<file path="src/rtl/edgcol_pkg.sv">
// Shared definitions for the edge-collision dispatch slice.
// Holds the operand count, the result width, the edge register indices
// (point 1 xyz, point 2 xyz) and the per-unit state encoding.
package edgcol_pkg;

  localparam int EDGE_COUNT   = 6;
  localparam int RESULT_WIDTH = 64;

  localparam int E_P1_X = 0;
  localparam int E_P1_Y = 1;
  localparam int E_P1_Z = 2;
  localparam int E_P2_X = 3;
  localparam int E_P2_Y = 4;
  localparam int E_P2_Z = 5;

  typedef enum logic [1:0] {
    IDLE = 2'd0,
    RUN  = 2'd1,
    DONE = 2'd2
  } unit_state_e;

endpackage

</file>
<file path="src/rtl/edgcol_unit_ctrl.sv">
// Control for one honeybee accelerator instance.
// Latches the operand snapshot on dispatch, holds ap_start while the
// accelerator runs, captures ap_return on ap_done and then waits in DONE
// until the top level retires the result into the result buffer.
//
// Ports:
//   clk, rstb     clock and synchronous active-low reset
//   dispatch_i    start a new job with edges_i (only honoured in IDLE)
//   edges_i       packed e0..e5, e0 in the low bits
//   retire_i      result has been pushed; return to IDLE (DONE only)
//   hb_done_i     ap_done pulse from the accelerator
//   hb_result_i   ap_return, valid with hb_done_i
//   hb_start_o    ap_start, high throughout RUN
//   hb_edge_o     operand snapshot presented to the accelerator
//   idle_o        unit can accept a new job
//   done_o        unit holds a result waiting to retire
//   result_o      captured result
module edgcol_unit_ctrl
  import edgcol_pkg::*;
#(
  parameter int BUS_WIDTH = 32
) (
  input  logic                              clk,
  input  logic                              rstb,
  input  logic                              dispatch_i,
  input  logic [EDGE_COUNT*BUS_WIDTH-1:0]   edges_i,
  input  logic                              retire_i,
  input  logic                              hb_done_i,
  input  logic [RESULT_WIDTH-1:0]           hb_result_i,
  output logic                              hb_start_o,
  output logic [EDGE_COUNT*BUS_WIDTH-1:0]   hb_edge_o,
  output logic                              idle_o,
  output logic                              done_o,
  output logic [RESULT_WIDTH-1:0]           result_o
);

  localparam int SNAP_W = EDGE_COUNT * BUS_WIDTH;

  unit_state_e             state_q, state_d;
  logic [SNAP_W-1:0]       snap_q, snap_d;
  logic [RESULT_WIDTH-1:0] result_q, result_d;

  // State, snapshot and result registers.
  always_ff @(posedge clk) begin
    if (!rstb) begin
      state_q  <= IDLE;
      snap_q   <= '0;
      result_q <= '0;
    end else begin
      state_q  <= state_d;
      snap_q   <= snap_d;
      result_q <= result_d;
    end
  end

  // Next-state logic. ap_done outside RUN is a stale pulse and is ignored.
  always_comb begin
    state_d  = state_q;
    snap_d   = snap_q;
    result_d = result_q;
    case (state_q)
      IDLE: begin
        if (dispatch_i) begin
          state_d = RUN;
          snap_d  = edges_i;
        end
      end
      RUN: begin
        if (hb_done_i) begin
          state_d  = DONE;
          result_d = hb_result_i;
        end
      end
      DONE: begin
        if (retire_i) begin
          state_d = IDLE;
        end
      end
      default: state_d = IDLE;
    endcase
  end

  assign hb_start_o = (state_q == RUN);
  assign hb_edge_o  = snap_q;
  assign idle_o     = (state_q == IDLE);
  assign done_o     = (state_q == DONE);
  assign result_o   = result_q;

endmodule

</file>
<file path="src/rtl/edgcol_dispatch.sv">
// Edge-collision command dispatcher.
// Holds the six edge operand registers, hands each collision command to
// the next honeybee unit in round-robin order and returns the 64-bit
// results strictly in issue order through a small result FIFO whose head
// is presented as registered low/high halves.
//
// Ports:
//   clk, rstb                  clock and synchronous active-low reset
//   edge_wr_ena/addr/imm       load edge register addr with {imm, 6'b0}
//   cmd_valid / cmd_ready      collision command handshake
//   hb_start, hb_done          per-unit ap_start / ap_done
//   hb_result                  per-unit ap_return (64 bits each)
//   hb_edge                    per-unit operand snapshot, e0 lowest
//   res_valid / res_ready      result pop handshake
//   res_lo, res_hi             head result bits [31:0] and [63:32]
//   res_count                  result buffer occupancy
//   busy                       any unit active or results pending
module edgcol_dispatch
  import edgcol_pkg::*;
#(
  parameter int BUS_WIDTH = 32,
  parameter int NUM_HB    = 2,
  parameter int RES_DEPTH = 4,
  parameter int IMM_WIDTH = 26
) (
  input  logic                                  clk,
  input  logic                                  rstb,
  input  logic                                  edge_wr_ena,
  input  logic [2:0]                            edge_wr_addr,
  input  logic [IMM_WIDTH-1:0]                  edge_wr_imm,
  input  logic                                  cmd_valid,
  output logic                                  cmd_ready,
  output logic [NUM_HB-1:0]                     hb_start,
  input  logic [NUM_HB-1:0]                     hb_done,
  input  logic [NUM_HB*64-1:0]                  hb_result,
  output logic [NUM_HB*6*BUS_WIDTH-1:0]         hb_edge,
  output logic                                  res_valid,
  input  logic                                  res_ready,
  output logic [BUS_WIDTH-1:0]                  res_lo,
  output logic [BUS_WIDTH-1:0]                  res_hi,
  output logic [$clog2(RES_DEPTH+1)-1:0]        res_count,
  output logic                                  busy
);

  localparam int IDX_W  = (NUM_HB > 1) ? $clog2(NUM_HB) : 1;
  localparam int PTR_W  = $clog2(RES_DEPTH);
  localparam int CNT_W  = $clog2(RES_DEPTH + 1);
  localparam int SNAP_W = EDGE_COUNT * BUS_WIDTH;
  localparam int HALF_W = RESULT_WIDTH / 2;

  // ---------------------------------------------------------------------
  // Edge operand registers
  // ---------------------------------------------------------------------
  logic [BUS_WIDTH-1:0]    edge_q [EDGE_COUNT];
  logic [BUS_WIDTH-1:0]    edge_d [EDGE_COUNT];
  logic [IMM_WIDTH+5:0]    imm_shifted;
  logic [BUS_WIDTH-1:0]    edge_wr_val;
  logic [SNAP_W-1:0]       edges_flat;

  assign imm_shifted = {edge_wr_imm, 6'b0};
  assign edge_wr_val = BUS_WIDTH'(imm_shifted);

  // Indices 6 and 7 have no backing register and are dropped.
  always_comb begin
    edge_d = edge_q;
    if (edge_wr_ena && (edge_wr_addr < 3'd6)) begin
      edge_d[edge_wr_addr] = edge_wr_val;
    end
  end

  always_ff @(posedge clk) begin
    if (!rstb) begin
      for (int e = 0; e < EDGE_COUNT; e++) begin
        edge_q[e] <= '0;
      end
    end else begin
      edge_q <= edge_d;
    end
  end

  // The snapshot is taken from the registered values, so a write in the
  // same cycle as an accept only affects later commands.
  always_comb begin
    edges_flat = '0;
    for (int e = 0; e < EDGE_COUNT; e++) begin
      edges_flat[e*BUS_WIDTH +: BUS_WIDTH] = edge_q[e];
    end
  end

  // ---------------------------------------------------------------------
  // Honeybee unit controllers
  // ---------------------------------------------------------------------
  logic [NUM_HB-1:0]       unit_idle;
  logic [NUM_HB-1:0]       unit_done;
  logic [NUM_HB-1:0]       unit_dispatch;
  logic [NUM_HB-1:0]       unit_retire;
  logic [RESULT_WIDTH-1:0] unit_result [NUM_HB];

  logic [IDX_W-1:0]        ip_q, ip_d;
  logic [IDX_W-1:0]        rp_q, rp_d;
  logic                    cmd_accept;
  logic                    retire;

  for (genvar g = 0; g < NUM_HB; g++) begin : g_unit
    assign unit_dispatch[g] = cmd_accept && (ip_q == IDX_W'(g));
    assign unit_retire[g]   = retire && (rp_q == IDX_W'(g));

    edgcol_unit_ctrl #(
      .BUS_WIDTH (BUS_WIDTH)
    ) u_unit (
      .clk         (clk),
      .rstb        (rstb),
      .dispatch_i  (unit_dispatch[g]),
      .edges_i     (edges_flat),
      .retire_i    (unit_retire[g]),
      .hb_done_i   (hb_done[g]),
      .hb_result_i (hb_result[g*RESULT_WIDTH +: RESULT_WIDTH]),
      .hb_start_o  (hb_start[g]),
      .hb_edge_o   (hb_edge[g*SNAP_W +: SNAP_W]),
      .idle_o      (unit_idle[g]),
      .done_o      (unit_done[g]),
      .result_o    (unit_result[g])
    );
  end

  // ---------------------------------------------------------------------
  // Issue / retire pointers
  // ---------------------------------------------------------------------
  logic [CNT_W-1:0]        count_q, count_d;
  logic                    buf_full;
  logic                    push;
  logic                    pop;
  logic [RESULT_WIDTH-1:0] push_data;

  assign cmd_ready  = unit_idle[ip_q];
  assign cmd_accept = cmd_valid && cmd_ready;

  assign buf_full   = (count_q == CNT_W'(RES_DEPTH));
  assign pop        = res_ready && (count_q != '0);
  // Retiring into a full buffer is allowed only when the head leaves in
  // the same cycle, so nothing is ever overwritten.
  assign retire     = unit_done[rp_q] && (!buf_full || pop);
  assign push       = retire;
  assign push_data  = unit_result[rp_q];

  // Pointers wrap at NUM_HB, which need not be a power of two.
  always_comb begin
    ip_d = ip_q;
    rp_d = rp_q;
    if (cmd_accept) begin
      ip_d = (ip_q == IDX_W'(NUM_HB - 1)) ? '0 : ip_q + IDX_W'(1);
    end
    if (retire) begin
      rp_d = (rp_q == IDX_W'(NUM_HB - 1)) ? '0 : rp_q + IDX_W'(1);
    end
  end

  always_ff @(posedge clk) begin
    if (!rstb) begin
      ip_q <= '0;
      rp_q <= '0;
    end else begin
      ip_q <= ip_d;
      rp_q <= rp_d;
    end
  end

  // ---------------------------------------------------------------------
  // Result FIFO with registered head
  // ---------------------------------------------------------------------
  logic [RESULT_WIDTH-1:0] mem_q [RES_DEPTH];
  logic [PTR_W-1:0]        wr_ptr_q, wr_ptr_d;
  logic [PTR_W-1:0]        rd_ptr_q, rd_ptr_d;
  logic [PTR_W-1:0]        rd_next;
  logic [RESULT_WIDTH-1:0] head_q, head_d;

  assign rd_next = rd_ptr_q + PTR_W'(1);

  // Storage needs no reset: occupancy alone decides what is valid.
  always_ff @(posedge clk) begin
    if (push) begin
      mem_q[wr_ptr_q] <= push_data;
    end
  end

  // The head register mirrors mem_q[rd_ptr]. When only one entry remains
  // and it is popped, the next head is whatever is being pushed now.
  always_comb begin
    wr_ptr_d = wr_ptr_q;
    rd_ptr_d = rd_ptr_q;
    count_d  = count_q;
    head_d   = head_q;
    if (push) begin
      wr_ptr_d = wr_ptr_q + PTR_W'(1);
    end
    if (pop) begin
      rd_ptr_d = rd_next;
    end
    case ({push, pop})
      2'b10:   count_d = count_q + CNT_W'(1);
      2'b01:   count_d = count_q - CNT_W'(1);
      default: count_d = count_q;
    endcase
    if (push && (count_q == '0)) begin
      head_d = push_data;
    end else if (pop) begin
      if (count_q == CNT_W'(1)) begin
        head_d = push ? push_data : '0;
      end else begin
        head_d = mem_q[rd_next];
      end
    end
  end

  always_ff @(posedge clk) begin
    if (!rstb) begin
      wr_ptr_q <= '0;
      rd_ptr_q <= '0;
      count_q  <= '0;
      head_q   <= '0;
    end else begin
      wr_ptr_q <= wr_ptr_d;
      rd_ptr_q <= rd_ptr_d;
      count_q  <= count_d;
      head_q   <= head_d;
    end
  end

  assign res_valid = (count_q != '0);
  assign res_count = count_q;
  assign res_lo    = BUS_WIDTH'(head_q[HALF_W-1:0]);
  assign res_hi    = BUS_WIDTH'(head_q[RESULT_WIDTH-1:HALF_W]);
  assign busy      = (~unit_idle != '0) || (count_q != '0);

endmodule

</file>
<file path="config.mk">
export PLATFORM = sky130hd
export DESIGN_NAME = edgcol_dispatch
export DESIGN_NICKNAME = d
export VERILOG_FILES = /design/src/rtl/edgcol_pkg.sv /design/src/rtl/edgcol_unit_ctrl.sv /design/src/rtl/edgcol_dispatch.sv
export SDC_FILE = /design/constraint.sdc
export NUM_CORES = 2
export LEC_CHECK = 0
export ABC_AREA = 0
export ABC_CLOCK_PERIOD_IN_PS = 4440
export BUFFER_PORTS_ARGS = -buffer_cell sky130_fd_sc_hd__buf_2
export CORE_MARGIN = 4
export CORE_UTILIZATION = 55
export DETAILED_ROUTE_END_ITERATION = 10
export GPL_ROUTABILITY_DRIVEN = 0
export HOLD_SLACK_MARGIN = 0.08
export PLACE_DENSITY_LB_ADDON = 0.25
export SLEW_MARGIN = 20
export SYNTH_ARGS = -nofsm -noshare
export SYNTH_HDL_FRONTEND = slang
export SYNTH_SLANG_ARGS = --single-unit
export TNS_END_PERCENT = 20
</file>
<file path="constraint.sdc">
create_clock -name clk -period 4.44 [get_ports clk]
set_input_delay 0.222 -clock clk [delete_from_list [all_inputs] [get_ports clk]]
set_output_delay 0.222 -clock clk [all_outputs]
set_load 0.01 [all_outputs]
</file>
# --- Yosys cells after proc, flatten, opt, wreduce, memory -nomap -nowiden ---
# Memories as Yosys holds them, arrays and structs flattened.
# Index checks and enable logic that the tools add are counted.
word_totals:
  ramBits: 256
  wordCells: 103
  out_inout_bits: 456
  inputBits: 164
  register_bits: 781
  n_memories: 1
classes:
  bitwise: 5
  n_eq_ne: 14
  add_sub_neg: 6
  reduce_logical: 26
  n_mux: 27
  magnitude_cmp: 6
mem_list:
  columns: ["name", "depth", "word_bits", "rd", "rd_clocked_by_memory_dff", "write_ports", "line_no", "text"]
  rows:
  - ["mem_q", 4, 64, 1, 0, 1, "edgcol_dispatch.sv:171", "logic [RESULT_WIDTH-1:0] mem_q [RES_DEPTH];"]
op_table:
  columns: ["cell", "n"]
  rows:
  - ["$mux W64", 7]
  - ["$bwmux W192", 1]
  - ["$demux W32 S3", 1]
  - ["$mux W32", 1]
  - ["$mux W2", 6]
  - ["$pmux W2 S3", 2]
  - ["$logic_and A1 B1 Y1", 10]
  - ["$mux W1", 8]
  - ["$ne A2 B1 Y1 const B", 4]
  - ["$reduce_and A2 Y1", 4]
  - ["$eq A2 B1 Y1 const B", 3]
  - ["$eq A2 B2 Y1 const B", 3]
  - ["$pmux W3 S2", 1]
  - ["$reduce_and A3 Y1", 2]
  - ["$reduce_bool A2 Y1", 3]
  - ["$add A2 B1 Y2 const B", 2]
  - ["$ge A4 B4 Y1 const B", 1]
  - ["$logic_not A2 Y1", 2]
  - ["$lt A1 B2 Y1 const B", 2]
  - ["$lt A4 B1 Y1 const B", 1]
  - ["$ne A2 B2 Y1 const B", 2]
  - ["$not A3 Y4", 1]
  - ["$add A3 B1 Y3 const B", 1]
  - ["$eq A3 B1 Y1 const B", 1]
  - ["other kinds (12)", 15]

# --- Logic depth before layout (Yosys ltp) ---
depth:
  ltp_word: 8
  depth_mapped: 10

# --- Cells and area by module ---
# Synthesis repeated with hierarchy kept, for this count alone.
unflattened:
  hier_cells: 3701
  area_unflattened_um2: 39499.1
modules_own_cells:
  columns: ["mod", "cells_each", "area_each_um2", "seq_area_each_um2", "instances"]
  rows:
  - ["edgcol_unit_ctrl", 1123, 10176.0, 5165.0, 2]
  - ["edgcol_dispatch", 1455, 19147.1, 12271.8, 1]

# --- Least setup slack after synthesis ---
# OpenSTA, ideal clock, no wires.
synth_timing:
  path_kind: "register to register"
  start: "register count_q[0] (netlist: res_count[0])"
  end: "memory mem_q[0][0] (enable)"
  n_path_buf: 0
  arrival_ns: 2.995
  stages_incl_launch_ff: 7
  period_less_slack_ns: 3.424
  path_slack_ns: 1.016
  t_required_ns: 4.011
  path_cell_list: "dfxtp_1 -> inv_1 -> ha_1 -> and3b_1 -> o21bai_4 -> nor2_1 -> and2_1"
synth_between:
  elab_chain_len: 6
  word_cells_on_any_way: 8
synth_lines:
  columns: ["item", "line_no", "text"]
  rows:
  - ["start, declared", "edgcol_dispatch.sv:129", "logic [CNT_W-1:0] count_q, count_d;"]
  - ["start signal, assigned", "edgcol_dispatch.sv:224", "count_q <= count_d;"]
  - ["$eq A3 B3 Y1 / $reduce_bool A3 Y1 (equally long branches)", "edgcol_dispatch.sv:138, edgcol_dispatch.sv:139", null]
  - ["$logic_not A1 Y1 / $logic_and A1 B1 Y1 (equally long branches)", "edgcol_dispatch.sv:142, edgcol_dispatch.sv:139", null]
  - ["$logic_or A1 B1 Y1 (*)", "edgcol_dispatch.sv:142", "assign retire = unit_done[rp_q] && (!buf_full || pop);"]
  - ["$logic_and A1 B1 Y1 (*)", "edgcol_dispatch.sv:142", null]
  - ["$mux W1 (*)", "edgcol_dispatch.sv:181", "if (push) begin"]
  - ["$mux W1 (not written as such) (*)", "edgcol_dispatch.sv:182", "mem_q[wr_ptr_q] <= push_data;"]
  - ["end, declared", "edgcol_dispatch.sv:171", null]
# Mark *: on every way between the ends. The rest lies on a longest branch, timed or not.

# --- Worst setup path after layout ---
layout_timing:
  start: "register count_q[0] (netlist: res_count[0])"
  end: "memory mem_q[3][53] (enable)"
# Same word-level chain as after synthesis.

==> flow_summary.toml <==
[yosys]
ys_seq_area_share_pct = 57.82
yosys.cell_types.count = 39
netlist_instances = 3524
synth_enable_flop_cells = 256
synth.avg_cell_area_um2 = 10.39
ys_warn_count = 0
netlist_area_um2 = 36600
synthArstFlopShare_pct = 0
ys.flop_type = "dfxtp_1"
ys_ff_latch = 929

[global_routing]
grt_max_degree = 199
grtUsageTotal_pct = 28.76
grt_pass1_wl_um = 158500
antenna_found_initial = 5
grt-ovfl-total = 0
grt_pass1_vias = 26490

[layout]
area_delta_synth_final_pct = 20.76
final_nets = 4281
final_util_pct = 67.10
fill_cells = 4939
drive_above_1_share_pct = 21.05

[clocking]
postCtsResizedCells = 0
cts_made_buffers = 92
clock-sinks = 929
hold_buffers = 157
cts_tree = "built"
clockBufferDepth = 3
path_clk_slew_ns = 0.06
insertion_delay_ns = 0.64
cts-root-buf = "clkbuf_16"
post-cts-setup-buffer-count = 0
htree_levels = 3

[sta]
holdWs_ns = 0.2420
setup_viol = 0
max-slew-margin-rel_pct = 20.65
skew_ns = 0.01809
rsz0062_at_grt = "no"
period_share_pct = 68.59
finalHoldViolCount = 0
tightest_slew_ns = 1.187
drv_slew = 0
layout_min_cycle_time_ns = 3.046
max_freq_mhz = 328.3
tns_ns = 0

[floorplanning]
row_count = 94
dieArea_um2 = 70730
ioPinCount = 620
core_um2 = 65860
die_w_um = 266.0
fp.dieH_um = 266.0
start_util_pct = 55.57

[min_path]
hold_class = "input port to flop"
whs_path_depth = 2

[placement]
io_buffers = 547
hpwl_um = 66290

[worst_setup_path]
critPathLaunchType = "flop"
arrival_ns = 3.34
crit_required_ns = 4.74
cp_max_fo = 41
cp-end-kind = "flop"
reg2reg_depth = 7
critical_path_class = "flop to flop"

[power]
leakage_nw = 17.33
p_total_mw = 19.19
ir_worst_vdd_v = 0.0003297
power.density_nw_per_um2 = 434.2

[detailed_routing]
viasPerCell = 5.425
dr_total_vias = 27400
wl_um = 105700
route.detailed.drc = 0
first_pass_iters = 6
wire_per_inst_um = 20.93
ant_nets = 0
drtIter0Drc = 2048

[outcome]
outcome = "finished clean"

[run]
maxCapViolations = 0
[logic make-up after synthesis]
group,share of synthesized area (%)
AOI/OAI and AO/OA,16.84
buffers and inverters,5.993
other,0.01025
muxes,5.774
DFF,57.82
and+or+nand+nor,13.14
xor gates and xnor gates,0.1196
adders and majority gates,0.3077
[metrics by stage]
stage	cell area, µm²	std cells	setup WS [ns]
floorplan	36870	3595	1.016
detailed placement	39540	4721	1.408
global placement	39530	4721	1.503
finish	44200	5051	1.394
global route	44190	5050	1.195
CTS	44180	5049	1.384
[cell usage after synthesis, drive strengths merged (2+ instances only)]
cell type,instances,area share [%]
o221ai,64,2.6
nand2b,3,0.051
and2,11,0.19
nor2,10,0.10
and2b,3,0.072
o21ai,6,0.082
nand2,1202,12
inv,137,1.4
a21boi,600,12
dfxtp,673,37
mux2i,66,1.8
o211a,64,1.8
nor3,2,0.027
xnor2,5,0.12
nand3,6,0.082
nor2b,9,0.15
clkbuf,199,2.3
buf,122,2.3
o21a,2,0.041
ha,9,0.31
edfxtp,256,21
mux4,64,3.9
[flip-flops by register name (all words and copies together) (netlist names), 2 cells and up]
register                 flops
g_unit.u_unit.result_o     128
head_q                      64
g_unit.u_unit.state_q        4
g_unit.u_unit.hb_edge_o    312
wr_ptr_q                     2
res_count                    3
edge_q                     156
mem_q                      256
rd_ptr_q                     2
[final timing paths]
kind / startpoint / end / slack (ns)
setup / recovery: res_count[0]$_SDFFE_PN0P_ / mem_q[3][53]$_DFFE_PP_ / 1.39
hold / removal: rstb / edge_q[147]$_SDFFE_PN0P_ / 0.24
setup reg to reg: res_count[0]$_SDFFE_PN0P_ / mem_q[3][53]$_DFFE_PP_ / 1.39
hold reg to reg: g_unit[0].u_unit.hb_edge_o[75]$_SDFFE_PN0P_ / g_unit[0].u_unit.hb_edge_o[75]$_SDFFE_PN0P_ / 0.46
[worst max-delay path: stages, from the launching register on]
cell	delay, ns
dfxtp_1	0.42
inv_1	0.10
ha_1	0.24
and3b_1	0.19
o21bai_4	0.22
nor2_1	0.47
and2_2	0.72
buf_12	0.33
[layout make-up]
| class | count | area (µm²) | area share, % |
|---|---|---|---|
| multi-input cells | 2208 | 13600 | 30.77 |
| inverters | 137 | 514.2 | 1.164 |
| clock buffers | 132 | 2641 | 5.976 |
| repair buffers | 740 | 4752 | 10.75 |
| well taps | 864 | 1081 | 2.446 |
| flip-flops and latches | 929 | 21170 | 47.90 |
| diodes | 2 | 5.005 | 0.01132 |
| clock inverters | 39 | 436.7 | 0.9880 |
[cells in the final DEF, fill, tap and decap left out, types with 5 or more instances in the layout]
cell,count
a21boi_0,600
and2_1,5
and2_2,5
buf_12,13
buf_2,546
buf_4,23
bufinv_16,8
clkbuf_1,23
clkbuf_16,95
clkbuf_8,12
clkinv_2,15
conb_1,72
dfxtp_1,670
dlygate4sd3_1,157
edfxtp_1,256
ha_1,9
inv_1,137
mux2i_1,66
mux4_2,64
nand2_1,1199
nor2_1,7
nor2b_1,9
o211a_1,64
o21ai_0,5
o221ai_2,60
xnor2_1,5
[where the power goes]
part	internal [mW]	leakage (nW)	switching [mW]	total, mW
combinational	0.794	8.12	1.30	2.09
clock	4.62	1.51	3.29	7.91
sequential	8.97	7.70	0.222	9.19
total	14.4	17.3	4.81	19.2
[metal layers]
metal / global-route usage, % / wire, µm / vias up
li1: - / - / 12850
met1: 36.42 / 41250 / 13250
met2: 46.19 / 49430 / 1071
met3: 8.228 / 9889 / 225
met4: 12.92 / 5109 / 6
met5: 0 / 35 / -
(Power assumes the default switching activity.)
